[config.mk]
export PLATFORM = sky130hd
export DESIGN_NAME = muldiv_unit
export DESIGN_NICKNAME = d
export VERILOG_FILES = /design/src/rtl/muldiv_unit.sv
export SDC_FILE = /design/constraint.sdc
export NUM_CORES = 1
export LEC_CHECK = 0
export CORE_ASPECT_RATIO = 1.4
export CORE_UTILIZATION = 45
export DETAILED_ROUTE_END_ITERATION = 12
export SYNTH_ARGS = -nofsm -noshare
export SYNTH_HDL_FRONTEND = slang
export SYNTH_SLANG_ARGS = --single-unit
[constraint.sdc]
create_clock -name clk -period 13.8 [get_ports clk]
set_input_delay 4.14 -clock clk [delete_from_list [all_inputs] [get_ports clk]]
set_output_delay 4.14 -clock clk [all_outputs]
set_load 0.1 [all_outputs]
[src/rtl/muldiv_unit.sv]
// Iterative RISC-V M-extension multiply/divide unit: one bit per cycle shift-add
// multiply and restoring divide, with optional single-cycle completion of trivial cases.
module muldiv_unit #(
  parameter int WIDTH     = 32,
  parameter int FAST_PATH = 1
) (
  input  logic             clk,
  input  logic             reset_n,
  input  logic             start,
  input  logic [2:0]       op,
  input  logic [WIDTH-1:0] source,
  input  logic [WIDTH-1:0] arg_1,
  output logic             busy,
  output logic             done,
  output logic [WIDTH-1:0] result
);

  localparam int CNT_W = $clog2(WIDTH);

  localparam logic [2:0] OP_MUL    = 3'd0;
  localparam logic [2:0] OP_MULH   = 3'd1;
  localparam logic [2:0] OP_MULHSU = 3'd2;
  localparam logic [2:0] OP_DIV    = 3'd4;
  localparam logic [2:0] OP_REM    = 3'd6;

  localparam logic [WIDTH-1:0] MOST_NEG = {1'b1, {(WIDTH-1){1'b0}}};

  typedef enum logic [1:0] {
    IDLE,
    CALC,
    FINISH
  } state_t;

  state_t               state, state_nxt;
  logic [CNT_W-1:0]     cnt;
  logic [2*WIDTH-1:0]   acc;        // {hi, lo} product, or {remainder, quotient}
  logic [WIDTH-1:0]     mag_q;      // multiplicand or divisor magnitude
  logic [2:0]           op_q;
  logic                 neg_q;
  logic                 special_q;

  // Operand decode for the request presented on the inputs
  logic                 src_neg, arg_neg, neg_in, special;
  logic [WIDTH-1:0]     src_mag, arg_mag, special_val;

  always_comb begin
    src_neg = source[WIDTH-1] &
              ((op == OP_MULH) || (op == OP_MULHSU) || (op == OP_DIV) || (op == OP_REM));
    arg_neg = arg_1[WIDTH-1] & ((op == OP_MULH) || (op == OP_DIV) || (op == OP_REM));
    src_mag = src_neg ? -source : source;
    arg_mag = arg_neg ? -arg_1 : arg_1;
    // Remainder takes the dividend's sign; products and quotients the sign difference
    neg_in  = (op == OP_REM) ? src_neg : (src_neg ^ arg_neg);

    special     = 1'b0;
    special_val = '0;
    if (!op[2]) begin
      special = (source == '0) || (arg_1 == '0);
    end else if (arg_1 == '0) begin
      special     = 1'b1;
      special_val = op[1] ? source : '1;
    end else if (!op[0] && (source == MOST_NEG) && (arg_1 == '1)) begin
      special     = 1'b1;
      special_val = op[1] ? '0 : MOST_NEG;
    end
  end

  // One iteration of each algorithm, evaluated on the current accumulator
  logic [WIDTH:0]       mul_sum, div_shift;
  logic [WIDTH+1:0]     div_diff;
  logic [2*WIDTH-1:0]   mul_next, div_next;

  always_comb begin
    mul_sum   = {1'b0, acc[2*WIDTH-1:WIDTH]} + {1'b0, mag_q & {WIDTH{acc[0]}}};
    mul_next  = {mul_sum, acc[WIDTH-1:1]};
    div_shift = acc[2*WIDTH-1:WIDTH-1];
    div_diff  = {1'b0, div_shift} - {2'b00, mag_q};
    if (div_diff[WIDTH+1]) begin
      div_next = {div_shift[WIDTH-1:0], acc[WIDTH-2:0], 1'b0};
    end else begin
      div_next = {div_diff[WIDTH-1:0], acc[WIDTH-2:0], 1'b1};
    end
  end

  // Sign fix-up and result selection used in FINISH
  logic [2*WIDTH-1:0]   prod_fin;
  logic [WIDTH-1:0]     div_pick, div_fin, fin_val;

  always_comb begin
    prod_fin = neg_q ? -acc : acc;
    div_pick = op_q[1] ? acc[2*WIDTH-1:WIDTH] : acc[WIDTH-1:0];
    div_fin  = neg_q ? -div_pick : div_pick;
    if (special_q) begin
      fin_val = acc[WIDTH-1:0];
    end else if (op_q[2]) begin
      fin_val = div_fin;
    end else if (op_q == OP_MUL) begin
      fin_val = prod_fin[WIDTH-1:0];
    end else begin
      fin_val = prod_fin[2*WIDTH-1:WIDTH];
    end
  end

  always_ff @(posedge clk or negedge reset_n) begin
    // NOTE: non-blocking assignments so every register samples pre-edge values.
    if (!reset_n) begin
      state <= IDLE;
    end else begin
      state <= state_nxt;
    end
  end

  always_comb begin
    // NOTE: default assigned first so no path leaves state_nxt unassigned (no latch).
    state_nxt = state;
    case (state)
      IDLE:    if (start) state_nxt = ((FAST_PATH != 0) && special) ? FINISH : CALC;
      CALC:    if (cnt == CNT_W'(WIDTH-1)) state_nxt = FINISH;
      FINISH:  state_nxt = IDLE;
      default: state_nxt = IDLE;
    endcase
  end

  assign busy = (state != IDLE);

  always_ff @(posedge clk or negedge reset_n) begin
    if (!reset_n) begin
      cnt       <= '0;
      acc       <= '0;
      mag_q     <= '0;
      op_q      <= '0;
      neg_q     <= 1'b0;
      special_q <= 1'b0;
      result    <= '0;
      done      <= 1'b0;
    end else begin
      done <= 1'b0;
      case (state)
        IDLE: begin
          if (start) begin
            op_q      <= op;
            neg_q     <= neg_in;
            special_q <= special;
            cnt       <= '0;
            mag_q     <= op[2] ? arg_mag : src_mag;
            acc       <= {{WIDTH{1'b0}}, special ? special_val : (op[2] ? src_mag : arg_mag)};
          end
        end
        CALC: begin
          cnt <= cnt + CNT_W'(1);
          // A precomputed special result just waits out the iterations
          if (!special_q) acc <= op_q[2] ? div_next : mul_next;
        end
        FINISH: begin
          result <= fin_val;
          done   <= 1'b1;
        end
        default: ;
      endcase
    end
  end

endmodule

Word-level counts from Yosys, hierarchy flattened --
Index checks and enable logic that the tools add are counted.
Operators by class: add/sub/neg operators 7, multipliers 0, div/mod/pow operators 0, magnitude comparators 0, equality and inequality tests 12, shifts and indexed selects 0, multiplexer cells 32, bitwise gates (word level) 4, reduce and logical (&&, ||, !) cells 19
Operators by type and width (count):
- $mux W32 | 15
- $mux W64 | 5
- $pmux W64 S2 | 1
- $neg A32 Y32 | 3
- $eq A32 B32 Y1 const B | 2
- $logic_not A32 Y1 | 2
- $neg A64 Y64 | 1
- $sub A33 B32 Y34 | 1
- $add A32 B32 Y33 | 1
- $and A32 B32 Y32 | 1
- $pmux W5 S2 | 1
- $eq A3 B3 Y1 const B | 2
- $logic_or A1 B1 Y1 | 6
- $mux W2 | 3
- $ne A2 B2 Y1 const B | 3
- $reduce_and A2 Y1 | 3
- $add A5 B1 Y5 const B | 1
- $eq A5 B5 Y1 const B | 1
- $mux W1 | 5
- $mux W5 | 1
- $pmux W2 S2 | 1
- $reduce_bool A2 Y1 | 2
- $eq A3 B1 Y1 const B | 1
- $eq A3 B2 Y1 const B | 1
- other kinds (9) | 11
Word-level totals: flip-flop bits (word level) 141, latch bits 0, RAM bits 0, bits in read-only memories 0, input bits 70, output and inout bits 34, logic and storage cells 83, memories kept 0

Depth between registers and ports, before layout --
depth in word-level cells 10, depth in mapped cells 16, depth with buffers taken out 14

Worst setup path after synthesis --
Ideal clock, no wire load.
kind input to register, from input port arg_1[18], to register acc[0], setup time 0.124 ns, arrival 6.944 ns, required time 13.676 ns, setup slack 6.732 ns, cell stages on the path 11, path buffers 1, path through or4_4 -> or3_4 -> or3_4 -> or4_4 -> or4_4 -> buf_6 -> o21ai_2 -> nand2_1 -> a21oi_1 -> nor3_1 -> a211o_1
Between the ends: cells in the longest elaborated chain, start to end 8, elaborated cells on any way between the ends 13, those cells by class eq/ne: 1; mux: 9; reduce/logical: 3
Ends and longest elaborated chain:
- start, declared | line 12 | input logic [WIDTH-1:0] arg_1,
- $eq A32 B32 Y1 | line 62 | end else if (!op[0] && (source == MOST_NEG) && (arg_1 == '1)) begin
- $logic_and A1 B1 Y1 | line 62
- $mux W32 / $mux W1 (equally long branches) | line 62
- $mux W32 / $mux W1 (equally long branches) | line 59 | end else if (arg_1 == '0) begin
- $mux W32 / $mux W1 (equally long branches) | line 57 | if (!op[2]) begin
- $mux W32 * | line 146 | acc <= {{WIDTH{1'b0}}, special ? special_val : (op[2] ? src_mag : arg_mag)};
- $mux W64 * | line 140 | if (start) begin
- $pmux W64 S2 * | line 138 | case (state)
- end signal, assigned | line 146
- end signal, assigned | line 152 | if (!special_q) acc <= op_q[2] ? div_next : mul_next;
- end, declared | line 36 | logic [2*WIDTH-1:0] acc;
Every way passes the cells marked *; elsewhere a longest branch is shown, timed or not. The select of a mux whose other input is x is not followed. A chain may end at the register's enable or synchronous reset.

Final worst setup path --
from input port source[14], to register acc[27]
Between the ends: cells in the longest elaborated chain, start to end 9, elaborated cells on any way between the ends 17, those cells by class add/sub: 1; eq/ne: 1; mux: 11; reduce/logical: 4
Ends and longest elaborated chain:
- start, declared | line 11 | input logic [WIDTH-1:0] source,
- branches (longest 6 deep; another with $neg A32 Y32)
- $mux W32 * | line 146
- $mux W64 * | line 140
- $pmux W64 S2 * | line 138
Every way passes the cells marked *. The select of a mux whose other input is x is not followed.

==> results.md <==
* Crit-path max FO at 9
* Post-synth EDFFs at 0
* Ratio of cells with drive above 1 in the final layout at 0.0534
* Unrepaired setup endpoints after global routing: no
* Most frequent cells in the layout: o21ai_0, nand2_1, nor2_1, a21oi_1, dfrtp_1
* Worst Hold End: mag_q[7]
* CP Data Arrival Time at 8000 ps
* Synth Cell Area at 15600 µm²
* Crit start category: primary input
* Inserted Clock Buffers at 17
* Wire per inst at 20.3 µm
* Top cell type's share of synthesized area at 0.227
* Final setup fails at 0
* GRT Total Usage at 0.298
* Worst path setup slack after routing at 6150 ps
* DR vias/cell at 6.05
* Initial antenna violation count at 0
* Post-cts hold buffer count at 0
* Worst r2r src: acc[0]
* Drt first pass iters at 5
* Required @ worst endpoint at 14150 ps
* Routed WL at 52600 µm
* Worst hold path type: reg -> reg
* Synth area leader: dfrtp_1
* Post-layout minimum cycle time at 7650 ps
* Area of the multi-input gates at 11200 µm²
* Hold depth at 2
* Worst-case reg-to-reg path depth at 14
* Kind of critical path: in -> reg
* Commonest non-fill, non-tap cell in the layout: o21ai_0
* Pwr Density at 252 nW/µm²
* YS warnings at 0
* Worst reg2reg path endpoint: acc[61]
* CTS tree: built
* Die Y at 222 µm
* P_leak at 6.99 nW
* Reg area at 3530 µm²
* Largest net degree at the start of global routing at 98
* Post-synth ARST share at 1.00
* Register bit count reported by yosys at 141
* Setup TNS at 0 ps
* Final max-slew violation count at 0
* GP Congestion at 1.00
* Area delta synth->final at 11.2%
* Vias at 15.7k
* Initial core utilization at 0.458
* Antenna viol nets, final at 0
* Tcrit/Tclk final at 0.555
* NumNets Final at 2265
* Synth unique cells at 77
* Total die area at 35400 µm²
* Global-route wire length before repair at 83600 µm
* # port buffers at 103
* DRC at 0
* Worst Min Path Start: mag_q[7]
* Post-Synthesis Cells at 2141
* Initial DRC Count at 1024
* Worst-Skew Late Latency at 460 ps
* Fill cells at 3429
* Fmax at 131 MHz
* Clk sinks at 141
* Syn Nets at 2284
* Clock Tree Root: clkbuf_16
* Htree depth at 4
* Core area at 34000 µm²
* Pre-CTS WS at 5700 ps
* Worst-path clk slew at 70 ps
* Maximum clock path buffer count at 2
* Max_cap viols at 0
* Max_slew headroom at 0.269
* Endpoint type of the worst setup path: flip-flop
* Synth area leaders: dfrtp_1, o21ai_0, ha_1
* Flop-to-flop setup slack at 8820 ps
* Post-CTS Setup Repair Bufs at 0
* Slew @ Worst Pin at 1100 ps
* DP Wirelength at 39800 µm
* CTS resizes at 0
* # rows at 80
* VDD IR max at 144 µV
* Post-synthesis sequential area ratio at 0.227
* Syn Area/Cell at 7.27 µm²
* Die W at 159 µm
* Primary FF master, synth: dfrtp_1
* Vias in the first global route at 15.3k
* Final Hold Viols at 0
* # IOs at 104
* Status: completed
* Setup Skew at 11.9 ps
* Grt ovf at 0
## report_power, final
group	switching [mW]	internal (mW)
sequential	0.365	0.577
clock	0.207	0.269
combinational	1.78	1.16
total	2.35	2.01
## layer usage
metal,GRT usage,share of wire,vias to the layer above,wire [µm]
met2,0.514,0.48,495,25400
met4,0.133,0.040,0,2110
met1,0.377,0.43,7345,22700
met5,0,0,-,0
li1,-,-,7708,-
met3,0.0282,0.045,111,2380
## final cells by class
cell class	count	area share
multi-input combinational	1767	0.644
inverter	66	0.0143
clock inverter	14	0.00910
clock buffer	18	0.0248
tap	451	0.0326
antenna	1	0.000144
sequential	141	0.204
timing repair buffer	129	0.0706
## worst max path at each step
stage                   end       start
finish              acc[27]  source[14]
global route         acc[8]  source[14]
CTS                  acc[6]  source[14]
detailed placement   acc[6]  source[14]
global placement    acc[28]    arg_1[2]
floorplan            acc[0]   arg_1[18]
## stage by stage
step | cell area [µm²] | instances | hold slack (ps) | util | power [mW]
after floorplan | 15600 | 2141 | 450 | - | 3.09
after global placement | 16700 | 2554 | 459 | 0.492 | 3.80
after detailed placement | 16700 | 2554 | 470 | 0.492 | 3.85
after CTS | 17300 | 2586 | 486 | 0.509 | 4.33
after global routing | 17300 | 2586 | 503 | 0.509 | 4.71
final | 17300 | 2587 | 479 | 0.509 | 4.36
## cells in the mapped netlist (39+ instances only)
| master | number |
|---|---|
| o21ai_0 | 261 |
| nand2_1 | 222 |
| nor2_1 | 222 |
| a21oi_1 | 170 |
| dfrtp_1 | 141 |
| clkbuf_1 | 131 |
| xnor2_1 | 100 |
| xor2_1 | 92 |
| ha_1 | 71 |
| inv_1 | 64 |
| mux2i_1 | 56 |
| nand3_1 | 39 |
## kinds of logic after synthesis
kind of cell	share of synthesized area
DFF	0.227
buffers and inverters	0.0581
and+or+nand+nor	0.212
xor gates and xnor gates	0.108
AOI/OAI and AO/OA	0.284
muxes	0.0512
adders and majority gates	0.0596
## registers in the layout, summed over array words and instances, names as in the netlist
| register | count |
|---|---|
| acc | 64 |
| mag_q | 32 |
| result | 32 |
| cnt | 5 |
| op_q | 3 |
| state | 2 |
| done | 1 |
| neg_q | 1 |
| special_q | 1 |
## worst max-delay path, cell delays in order
cell and delay [ps]:
clkdlybuf4s50_1 510, or4_1 590, or3_1 360, or4b_1 590, nor4b_2 530, nand2_1 130, o21ai_2 500, nor2_1 260
o21ai_0 130, a21oi_1 60, o22a_1 210
Note: power is estimated with default switching activity, not from simulation.
